**config.mk**
```make
export PLATFORM = sky130hd
export DESIGN_NAME = instr_prefetch_unit
export DESIGN_NICKNAME = d
export VERILOG_FILES = /design/src/rtl/arm_fetch_pkg.sv /design/src/rtl/instr_prefetch_unit_fifo.sv /design/src/rtl/instr_prefetch_unit.sv
export SDC_FILE = /design/constraint.sdc
export NUM_CORES = 1
export LEC_CHECK = 0
export CAP_MARGIN = 20
export CORE_MARGIN = 4
export CORE_UTILIZATION = 45
export DETAILED_ROUTE_END_ITERATION = 7
export GPL_ROUTABILITY_DRIVEN = 1
export GPL_TIMING_DRIVEN = 0
export HOLD_SLACK_MARGIN = 0.02
export PLACE_DENSITY = 0.77
export SLEW_MARGIN = 10
export SYNTH_ARGS = -nofsm -noshare
export SYNTH_HDL_FRONTEND = slang
export SYNTH_SLANG_ARGS = --single-unit
```
**constraint.sdc**
```tcl
create_clock -name clk -period 5.23 [get_ports clk]
set_input_delay 0.523 -clock clk [delete_from_list [all_inputs] [get_ports clk]]
set_output_delay 0.523 -clock clk [all_outputs]
set_load 0.005 [all_outputs]
```
**src/rtl/arm_fetch_pkg.sv**
```systemverilog
// Shared fetch-side definitions: prefetch FSM encodings and fetch constants.
package arm_fetch_pkg;

  typedef enum logic [1:0] {
    F_IDLE    = 2'd0,
    F_WAIT    = 2'd1,
    F_DISCARD = 2'd2
  } fetch_state_e;

  localparam int          WORD_BYTES           = 4;
  localparam logic [31:0] DEFAULT_RESET_VECTOR = 32'h0000_0000;

endpackage

```
**src/rtl/instr_prefetch_unit_fifo.sv**
```systemverilog
// Synchronous FIFO with flush for the prefetch unit; the head is shown
// combinationally and the last shown value is held while the FIFO is empty.
module fetch_fifo #(
  parameter int DEPTH  = 4,
  parameter int DATA_W = 64,
  parameter int CW     = $clog2(DEPTH) + 1
) (
  input  logic              clk,
  input  logic              rst_n,
  input  logic              flush,
  input  logic              push,
  input  logic              pop,
  input  logic [DATA_W-1:0] din,
  output logic [DATA_W-1:0] dout,
  output logic              valid,
  output logic [CW-1:0]     count
);

  localparam int PW = $clog2(DEPTH);

  logic [DATA_W-1:0] mem [DEPTH];
  logic [PW-1:0]     wr_ptr;
  logic [PW-1:0]     rd_ptr;
  logic [DATA_W-1:0] held;
  logic              do_push;
  logic              do_pop;

  assign valid   = (count != '0);
  assign do_push = push & ~flush;
  assign do_pop  = pop & valid & ~flush;
  assign dout    = valid ? mem[rd_ptr] : held;

  always_ff @(posedge clk or negedge rst_n) begin
    if (!rst_n) begin
      wr_ptr <= '0;
      rd_ptr <= '0;
      count  <= '0;
      held   <= '0;
    end else begin
      held <= dout;
      if (flush) begin
        wr_ptr <= '0;
        rd_ptr <= '0;
        count  <= '0;
      end else begin
        if (do_push) wr_ptr <= wr_ptr + PW'(1);
        if (do_pop)  rd_ptr <= rd_ptr + PW'(1);
        count <= count + CW'(do_push) - CW'(do_pop);
      end
    end
  end

  // Storage needs no reset: it is only read while the entry is valid.
  always_ff @(posedge clk) begin
    if (do_push) mem[wr_ptr] <= din;
  end

endmodule

```
**src/rtl/instr_prefetch_unit.sv**
```systemverilog
// Instruction prefetch unit: sequential single-outstanding fetch into a small FIFO.
// Defining PREFETCH_ABORT_EN adds mem_abort/code_abort, carried per FIFO entry.
module instr_prefetch_unit
  import arm_fetch_pkg::*;
#(
  parameter int            DEPTH        = 4,
  parameter int            AW           = 32,
  parameter logic [AW-1:0] RESET_VECTOR = AW'(DEFAULT_RESET_VECTOR)
) (
  input  logic          clk,
  input  logic          rst_n,
  output logic          mem_req,
  output logic [AW-1:0] mem_addr,
  input  logic          mem_ack,
  input  logic [31:0]   mem_rdata,
  output logic          code_valid,
  input  logic          code_ready,
  output logic [31:0]   code,
  output logic [AW-1:0] code_pc,
  input  logic          flush,
  input  logic [AW-1:0] flush_addr
`ifdef PREFETCH_ABORT_EN
  ,
  input  logic          mem_abort,
  output logic          code_abort
`endif
);

  localparam int CW = $clog2(DEPTH) + 1;
`ifdef PREFETCH_ABORT_EN
  localparam int EW = 1 + 32 + AW;
`else
  localparam int EW = 32 + AW;
`endif

  fetch_state_e  state;
  fetch_state_e  state_nxt;
  logic [AW-1:0] fetch_addr;
  logic [AW-1:0] fetch_addr_nxt;
  logic [AW-1:0] target;
  logic [AW-1:0] target_nxt;
  logic [AW-1:0] flush_tgt;
  logic          push;
  logic          pop;
  logic [CW-1:0] count;
  logic [EW-1:0] din;
  logic [EW-1:0] dout;
  logic          unused_addr_bits;
  int            cnt_after_pop;

  assign flush_tgt        = {flush_addr[AW-1:2], 2'b00};
  assign unused_addr_bits = ^flush_addr[1:0];
  assign pop              = code_valid & code_ready & ~flush;
  assign cnt_after_pop    = int'(count) - int'(pop);
  assign mem_req          = (state != F_IDLE);
  assign mem_addr         = fetch_addr;

  always_ff @(posedge clk or negedge rst_n) begin
    if (!rst_n) begin
      state      <= F_IDLE;
      fetch_addr <= RESET_VECTOR;
      target     <= RESET_VECTOR;
    end else begin
      state      <= state_nxt;
      fetch_addr <= fetch_addr_nxt;
      target     <= target_nxt;
    end
  end

  // A new request is only issued when its response is guaranteed a FIFO slot.
  always_comb begin
    state_nxt      = state;
    fetch_addr_nxt = fetch_addr;
    target_nxt     = target;
    push           = 1'b0;
    case (state)
      F_IDLE: begin
        if (flush)                      fetch_addr_nxt = flush_tgt;
        else if (cnt_after_pop < DEPTH) state_nxt      = F_WAIT;
      end
      F_WAIT: begin
        if (flush) begin
          if (mem_ack) begin
            state_nxt      = F_IDLE;
            fetch_addr_nxt = flush_tgt;
          end else begin
            state_nxt  = F_DISCARD;
            target_nxt = flush_tgt;
          end
        end else if (mem_ack) begin
          push           = 1'b1;
          fetch_addr_nxt = fetch_addr + AW'(WORD_BYTES);
          if (cnt_after_pop + 1 >= DEPTH) state_nxt = F_IDLE;
        end
      end
      F_DISCARD: begin
        if (mem_ack) begin
          state_nxt      = F_IDLE;
          fetch_addr_nxt = flush ? flush_tgt : target;
        end else if (flush) begin
          target_nxt = flush_tgt;
        end
      end
      default: state_nxt = F_IDLE;
    endcase
  end

`ifdef PREFETCH_ABORT_EN
  assign din = {mem_abort, mem_rdata, fetch_addr};
  assign {code_abort, code, code_pc} = dout;
`else
  assign din = {mem_rdata, fetch_addr};
  assign {code, code_pc} = dout;
`endif

  fetch_fifo #(
    .DEPTH  (DEPTH),
    .DATA_W (EW),
    .CW     (CW)
  ) u_fifo (
    .clk   (clk),
    .rst_n (rst_n),
    .flush (flush),
    .push  (push),
    .pop   (pop),
    .din   (din),
    .dout  (dout),
    .valid (code_valid),
    .count (count)
  );

endmodule
```
=== Word level (Yosys, flattened, before mapping) ===
Memory sizes are Yosys's and may differ from the RTL's.
Cells that the tools add are included.
Widths: inputs -> output; s select.

* Bits in registers: 137
* Bits in writable memories: 256
* Input bits: 69
* Output and inout port bits: 98
* Word-level logic and storage cells: 75
* Memories: 1

{| class="wikitable"
|+ Memories
! name !! depth !! width !! read ports !! clocked after memory_dff !! write ports !! line !! text
|-
| u_fifo.mem || 4 || 64 || 1 || 0 || 1 || instr_prefetch_unit_fifo.sv:21 || <nowiki>logic [DATA_W-1:0] mem [DEPTH];</nowiki>
|}

* Add/sub/neg operators: 7
* Magnitude comparators: 2
* Eq/ne operators: 12
* Mux-type cells: 30
* Bitwise operators: 6
* Reduce and logical (&&, ||, !) cells: 10

{| class="wikitable"
|+ Operators with widths
! operator !! number
|-
| $mux 32 || 9
|-
| $pmux 32 s3 || 1
|-
| $mux 64 || 1
|-
| $pmux 32 s2 || 1
|-
| $add 32x3->32 const B || 1
|-
| $mux 2 || 11
|-
| $ne 2x2->1 const B || 8
|-
| $reduce_and 4->1 || 2
|-
| $reduce_bool 2->1 || 4
|-
| $ne 3x3->1 const B || 2
|-
| $pmux 2 s3 || 1
|-
| $reduce_bool 3->1 || 2
|-
| $add 4x2->5 const B || 1
|-
| $and 1x1->1 || 5
|-
| $ge 5x4->1 const B || 1
|-
| $mux 1 || 5
|-
| $reduce_and 5->1 || 1
|-
| $add 2x1->2 const B || 2
|-
| $lt 4x4->1 const B || 1
|-
| $sub 3x1->4 || 1
|-
| $add 3x1->3 || 1
|-
| $mux 3 || 1
|-
| $sub 3x1->3 || 1
|-
| $eq 2x1->1 const B || 1
|-
| other kinds (3) || 3
|}

=== Longest topological paths before layout ===
Gate-level depths: netlist of run 1.

* Depth after elaboration: 10
* Gate-level depth with buffers: 12
* Gate-level depth less buffers: 11

=== Cells and area by module ===
A second synthesis of run 1 with hierarchy kept.

* Cells, all modules: 964
* Area total of the unflattened synthesis: 16276.9 um2

{| class="wikitable"
|+ Modules (own cells, without submodules)
! module !! times used !! cells each !! area each (um2)
|-
| fetch_fifo || 1 || 511 || 12066.6
|-
| instr_prefetch_unit || 1 || 453 || 4210.3
|}

=== Worst setup path before layout of run 1 ===
No wires, ideal clock.

* Kind: register to register
* Start: register state[1]
* End: memory u_fifo.mem[2][0] (enable)
* Arrival: 2.731 ns
* Required time: 4.801 ns
* Slack: 2.070 ns
* Cell stages (with the launch flop): 6
* Path buffers: 1
* Period minus slack after synthesis: 3.160 ns
* Cell sequence: dfrtp_1 -> inv_1 -> ha_1 -> nor2b_1 -> clkbuf_1 -> and3_1

* Cells in the longest elaborated chain, start to end: 5

{| class="wikitable"
|+ Ends and longest elaborated chain
! what !! line !! text
|-
| start: declaration || instr_prefetch_unit.sv:36 || <nowiki>fetch_state_e state;</nowiki>
|-
| start signal: assignment || instr_prefetch_unit.sv:64 || <nowiki>state <= state_nxt;</nowiki>
|-
| $eq 2x1->1 || instr_prefetch_unit.sv:76 || <nowiki>case (state)</nowiki>
|-
| $mux 1 || instr_prefetch_unit.sv:76 ||
|-
| $and 1x1->1 || instr_prefetch_unit_fifo.sv:29 || <nowiki>assign do_push = push & ~flush;</nowiki>
|-
| $mux 1 || instr_prefetch_unit_fifo.sv:55 || <nowiki>if (do_push) mem[wr_ptr] <= din;</nowiki>
|-
| $mux 1 (not written as such) || instr_prefetch_unit_fifo.sv:55 ||
|-
| end: declaration || instr_prefetch_unit_fifo.sv:21 ||
|}

Every way passes these cells.

=== Worst setup path in the final report of run 1 ===
* Start: register u_fifo.count[1]
* End: output port code[26]

* Cells in the longest elaborated chain, start to end: 2

{| class="wikitable"
|+ Ends and longest elaborated chain
! what !! line !! text
|-
| start: declaration || instr_prefetch_unit_fifo.sv:16 || <nowiki>output logic [CW-1:0] count</nowiki>
|-
| start signal: assignment || instr_prefetch_unit_fifo.sv:48 || <nowiki>count <= count + CW'(do_push) - CW'(do_pop);</nowiki>
|-
| $reduce_bool 3->1 || instr_prefetch_unit_fifo.sv:28 || <nowiki>assign valid = (count != '0);</nowiki>
|-
| $mux 64 || instr_prefetch_unit_fifo.sv:31 || <nowiki>assign dout = valid ? mem[rd_ptr] : held;</nowiki>
|-
| end: declaration || instr_prefetch_unit.sv:18 || <nowiki>output logic [31:0] code,</nowiki>
|}

Every way passes these cells.

==> results.toml, run 1 <==
[outcome]
status = "completed"

[synth]
synth_compound_area_share_pct = 6.48
yosys.area.top_type_share_pct = 47.5
synth_seq_cells = 393
synth_cell_types = 66
synth_seq_area_share_pct = 68.7
yosys.area.top_type = "edfxtp_1"
netlist_instances = 961
synth_top_family_by_area = "multiplexers"
synth_xor_area_share_pct = 0.433
synth_enable_flop_cells = 256
synth_mux_area_share_pct = 16.3
synthFlopType = "edfxtp_1"
synth.cell_area_um2 = 16200
synth-simple-area-share_pct = 5.06
syn_nets = 1046
synthAdderAreaFrac_pct = 1.28
async_flop_share_pct = 34.9
avgSynthCellArea_um2 = 16.8
synth_warnings = 0
synth_area_leaders = "edfxtp_1 (47%), dfrtp_1 (21%), mux4_2 (8.9%)"

[routing]
first_iter_violations = 754
wire_per_inst_um = 22.4
via_per_inst = 5.74
vias = 9588
dr.pass1.iters = 5
drc_errors = 0
ant_nets = 0
wl_um = 37300

[grt]
grt_pass1_vias = 9838
antenna_found_initial = 0
grt_overflow_total = 0
grt_pass1_wl_um = 58100
grt_max_degree = 83
grt_use_total_pct = 19.1

[placed_design]
io_buffers = 164
hpwl_um = 24500
globalplace.congestion = 0.890

[finish]
final_nets = 1260
most-common-layout-cells = "edfxtp_1 (256), clkdlybuf4s50_1 (163), dfrtp_1 (137)"
final_common_cell = "edfxtp_1"
area_growth_pct = 23.5
multi_input_area_um2 = 4810
fillCellCount = 2779
diodes = 0
regArea_um2 = 11100
drive_gt1_share_pct = 21.9

[timing]
fin_skew_ns = 0.0248
finalHoldViolCount = 0
hold_slack_ns = 0.488
tightest_slew_ns = 0.940
period_needed_ns = 3.80
timing.final.crit_share_pct = 72.7
relSlewSlack_pct = 36.9
max_clock_freq_ghz = 0.263
slew_viol_final = 0
finalSetupViolations = 0
rsz0062_at_grt = "false"

[clock_tree]
clock_path_buffers = 3
ctsResizeCount = 0
cts-root-buf = "clkbuf_16"
h-tree-depth = 2
cts_sinks = 393
postCtsSetupRepairBufs = 0
clk_pin_slew_ns = 0.06
cts_buffers = 41
tritoncts = "yes"
cts_hold_buf = 1
clock_latency_ns = 0.54

[setup_path]
crit_fanout = 10
path_buf_inv = 4
path_delay_family = "buffers and inverters"
critPathLaunchType = "flip-flop"
critPathCaptureType = "output port"
required_ns = 4.71
arrival_ns = 3.28
crit_top_cell = "buf_1"
slowest_delay_ns = 0.61
crit_type = "flip-flop to output port"
crit_chain = "inv_1 -> nand3_1 -> buf_1 -> buf_1 -> mux2_2 -> clkdlybuf4s50_1"
cpMaxStageDelayCell = "buf_1"

[floorplan]
die_w_um = 198
rows = 69
initial_core_util_pct = 45.5
io_pins = 167
dieArea_um2 = 39100
dieHeight_um = 198
core_area_um2 = 35600

[power_and_ir_drop]
peakVddDrop_mv = 0.367
p_leak_nw = 7.10
finalPower_mw = 11.9
power_density_nw_per_um2 = 595

[run]
cap_viol_max_count = 0

[hold_path]
worstHoldPathType = "flip-flop to flip-flop"
[Yosys cell counts (8+ instances only)]
cell	number
edfxtp_1	256
dfrtp_1	137
mux2_2	105
mux4_2	64
nor2_1	51
o21ai_0	41
clkbuf_1	30
nand2_1	27
inv_1	18
ha_1	15
nand3_1	15
buf_1	13
a22o_1	12
nor3_1	12
o31ai_1	12
a21oi_1	11
and3_1	11
a221oi_1	10
buf_2	10
nand4_1	10
a221o_1	9
a31oi_1	8
[registers in the layout, summed over array words and instances, names as in the netlist]
signal	count
mem_addr	32
state	2
target	32
u_fifo.count	3
u_fifo.held	64
u_fifo.mem	256
u_fifo.rd_ptr	2
u_fifo.wr_ptr	2
[cell families (layout without fill, tap and decap cells)]
family,after synthesis,in the layout
flops,393,393
mux,171,171
simple gates,154,154
compound gates,147,147
buf+inv,72,319
fa+ha+maj,16,16
xor+xnor,8,8
[power by group]
| part | internal, mW | switching (mW) | total (mW) |
|---|---|---|---|
| registers | 4.09 | 0.535 | 4.62 |
| clock network | 1.80 | 1.15 | 2.96 |
| logic | 2.30 | 2.03 | 4.32 |
| total | 8.18 | 3.71 | 11.9 |
[worst paths after layout]
path	from	end	slack (ns)	cells past startpoint
min in group asynchronous	rst_n	u_fifo.held[50]	0.53	2
max in group asynchronous	rst_n	target[25]	3.83	3
worst min-delay path	target[1]	target[1]	0.49	1
worst min register to register	target[1]	target[1]	0.49	1
worst max-delay path	u_fifo.count[1]	code[26]	1.43	6
worst max register to register	u_fifo.count[1]	state[0]	2.30	12
[cell type report]
cell class	instances	share of cell area, %
clock inverter	17	0.964
tap	461	2.89
clock buffer	59	6.03
inverter	18	0.338
buffer	54	1.08
sequential	393	55.6
multi-input combinational	496	24.1
timing repair buffer	171	9.01
[routing by layer]
layer  vias up  track usage [%]  wire length [um]
met5         -                0                 0
met4         0             5.23               965
met3        65             3.46              2730
met2       398             31.5             18100
met1      4880             26.3             15500
li1       4245                -                 -
[stage by stage]
step           util [%]  setup slack, ns  TNS [ns]  cell area [um2]  instances
3_5_place_dp       52.2             1.68         0            18600       1591
4_1_cts            56.1             1.28         0            20000       1668
2_1_floorplan         -             2.07         0            16200        961
3_3_place_gp       51.8            -2.67   -361.67            18400       1586
6_report           56.2             1.43         0            20000       1669
5_1_grt            56.2             1.18         0            20000       1669
Power figures use the tool's default switching activity.
==> inputs of run 2 (changes only) <==
==> constraint.sdc (replaced) <==
create_clock -name clk -period 3.8 [get_ports clk]
set_input_delay 0.38 -clock clk [delete_from_list [all_inputs] [get_ports clk]]
set_output_delay 0.38 -clock clk [all_outputs]
set_load 0.005 [all_outputs]
==> results.toml, run 2 (synthesis results as in run 1) <==
[outcome]
status = "completed"

[finish]
largest_reg_flops = 256
final_nets = 1260
final_common_cell = "edfxtp_1"
fin_area_um2 = 20000
top_register = "u_fifo.mem"
area_growth_pct = 23.5
diodes = 0
reg_top3 = "u_fifo.mem (256), u_fifo.held (64)"
fin_cells = 1669
drive_gt1_share_pct = 22.0
most-common-layout-cells = "edfxtp_1 (256), clkdlybuf4s50_1 (163), dfrtp_1 (137)"

[setup_path]
cpMaxStageDelayCell = "buf_1"
required_ns = 3.42
arrival_ns = 3.18
slowest_delay_ns = 0.56
critPathLaunchType = "flip-flop"
endpoint = "code_pc[16]"
crit_chain = "clkbuf_1 -> buf_1 -> mux4_2 -> mux2_2 -> clkdlybuf4s50_1"
crit_fanout = 10
critPathCaptureType = "output port"
r2r-end = "u_fifo.mem[0][20]"
crit_type = "flip-flop to output port"
ff2ff_setup_slack_ns = 0.89
startpoint = "u_fifo.rd_ptr[1]"
r2r-start = "state[1]"
r2r.worst_path.cells = 6

[grt]
grt_pass1_wl_um = 58100
grt_pass1_vias = 9838
antenna_found_initial = 0
grt_use_met1_pct = 26.3
top_usage_layer = "met2"
met2_usage_pct = 31.5
use_met3_pct = 3.46
grt_max_degree = 83
grt_overflow_total = 0
grt_use_total_pct = 19.1

[routing]
dr.pass1.iters = 5
vias = 9593
via_per_inst = 5.75
wl_um = 37300
wire_per_inst_um = 22.4
first_iter_violations = 754
drc_errors = 0
ant_nets = 0

[power_and_ir_drop]
finalPower_mw = 16.4
p_leak_nw = 7.10
peakVddDrop_mv = 0.505
power_density_nw_per_um2 = 819

[floorplan]
initial_core_util_pct = 45.5
io_pins = 167
dieArea_um2 = 39100
die_w_um = 198
core_area_um2 = 35600
dieHeight_um = 198
rows = 69

[run]
cap_viol_max_count = 0

[placed_design]
place_area_um2 = 18600
globalplace.congestion = 0.890
hpwl_um = 24500
io_buffers = 164
dp_cells = 1591

[clock_tree]
h-tree-depth = 2
tritoncts = "yes"
clk_pin_slew_ns = 0.06
clock_latency_ns = 0.54
clock_path_buffers = 3
cts_buffers = 41
postCtsSetupRepairBufs = 0
cts_sinks = 393
cts-root-buf = "clkbuf_16"

[timing]
period_needed_ns = 3.56
finalSetupViolations = 0
tightest_slew_ns = 0.940
max_clock_freq_ghz = 0.281
fin_skew_ns = 0.0248
hold_slack_ns = 0.389
slew_viol_final = 0
relSlewSlack_pct = 36.9
fin_setup_tns_ns = 0
finalHoldViolCount = 0
timing.final.crit_share_pct = 93.7
rsz0062_at_grt = "false"

[hold_path]
worstHoldPathType = "input pin to asynchronous set/reset pin"
-- run 2: per-stage QoR --
stage	setup slack, ns	util [%]
floorplan	0.640	-
global placement	-3.95	51.8
detailed placement	0.388	52.2
CTS	0.126	56.2
global route	0.00302	56.2
finish	0.240	56.2
-- run 2: layer usage --
layer	share of wire (%)	vias to the layer above	wire (um)
met1	42	4881	15500
met3	7.3	65	2730
met5	0	-	0
li1	-	4245	-
met2	49	402	18100
met4	2.6	0	965
-- run 2: what timing repair did --
action | 4_1_cts | 5_1_grt
endpoints found under the setup margin | 2 | 0
gates resized for setup | 1 | 0
hold buffers | 1 | 0
endpoints found under the hold margin | 55 | 0
-- run 2: final cells by class --
class                      instances  area [um2]
buffer                            54         218
timing repair buffer             171        1800
tap                              461         577
multi-input combinational        496        4810
inverter                          18        67.6
sequential                       393       11100
fill                            2778       15600
clock inverter                    17         193
clock buffer                      59        1210
-- run 2: worst max-delay path, delay by kind of cell (launching register included) --
family / cells / cell delay, ns
buffers and inverters: 3 / 1.59
DFF: 1 / 0.34
muxes: 2 / 0.71
-- run 2: worst min-delay path by stage --
| stage | start | endpoint | slack [ns] | depth (start not counted) |
|---|---|---|---|---|
| after floorplan | rst_n | mem_addr[0] | 0.08 | 0 |
| after global placement | target[0] | target[0] | 0.47 | 1 |
| after detailed placement | rst_n | u_fifo.held[50] | 0.36 | 1 |
| after CTS | rst_n | u_fifo.held[50] | 0.39 | 2 |
| after global routing | flush_addr[7] | mem_addr[7] | 0.40 | 3 |
| final | rst_n | u_fifo.held[50] | 0.39 | 2 |
-- run 2: power breakdown --
part,internal [mW],switching (mW)
Combinational,3.16,2.79
Clock,2.48,1.59
Sequential,5.62,0.736
==> inputs of run 3 (changes only) <==
--- a/config.mk
+++ b/config.mk
@@ -11,7 +11,7 @@
 export DETAILED_ROUTE_END_ITERATION = 7
 export GPL_ROUTABILITY_DRIVEN = 1
 export GPL_TIMING_DRIVEN = 0
-export HOLD_SLACK_MARGIN = 0.02
+export HOLD_SLACK_MARGIN = 0.1
 export PLACE_DENSITY = 0.77
 export SLEW_MARGIN = 10
 export SYNTH_ARGS = -nofsm -noshare
==> results of run 3 <==
No change in the layout: final DEF, timing and power equal those of run 2.
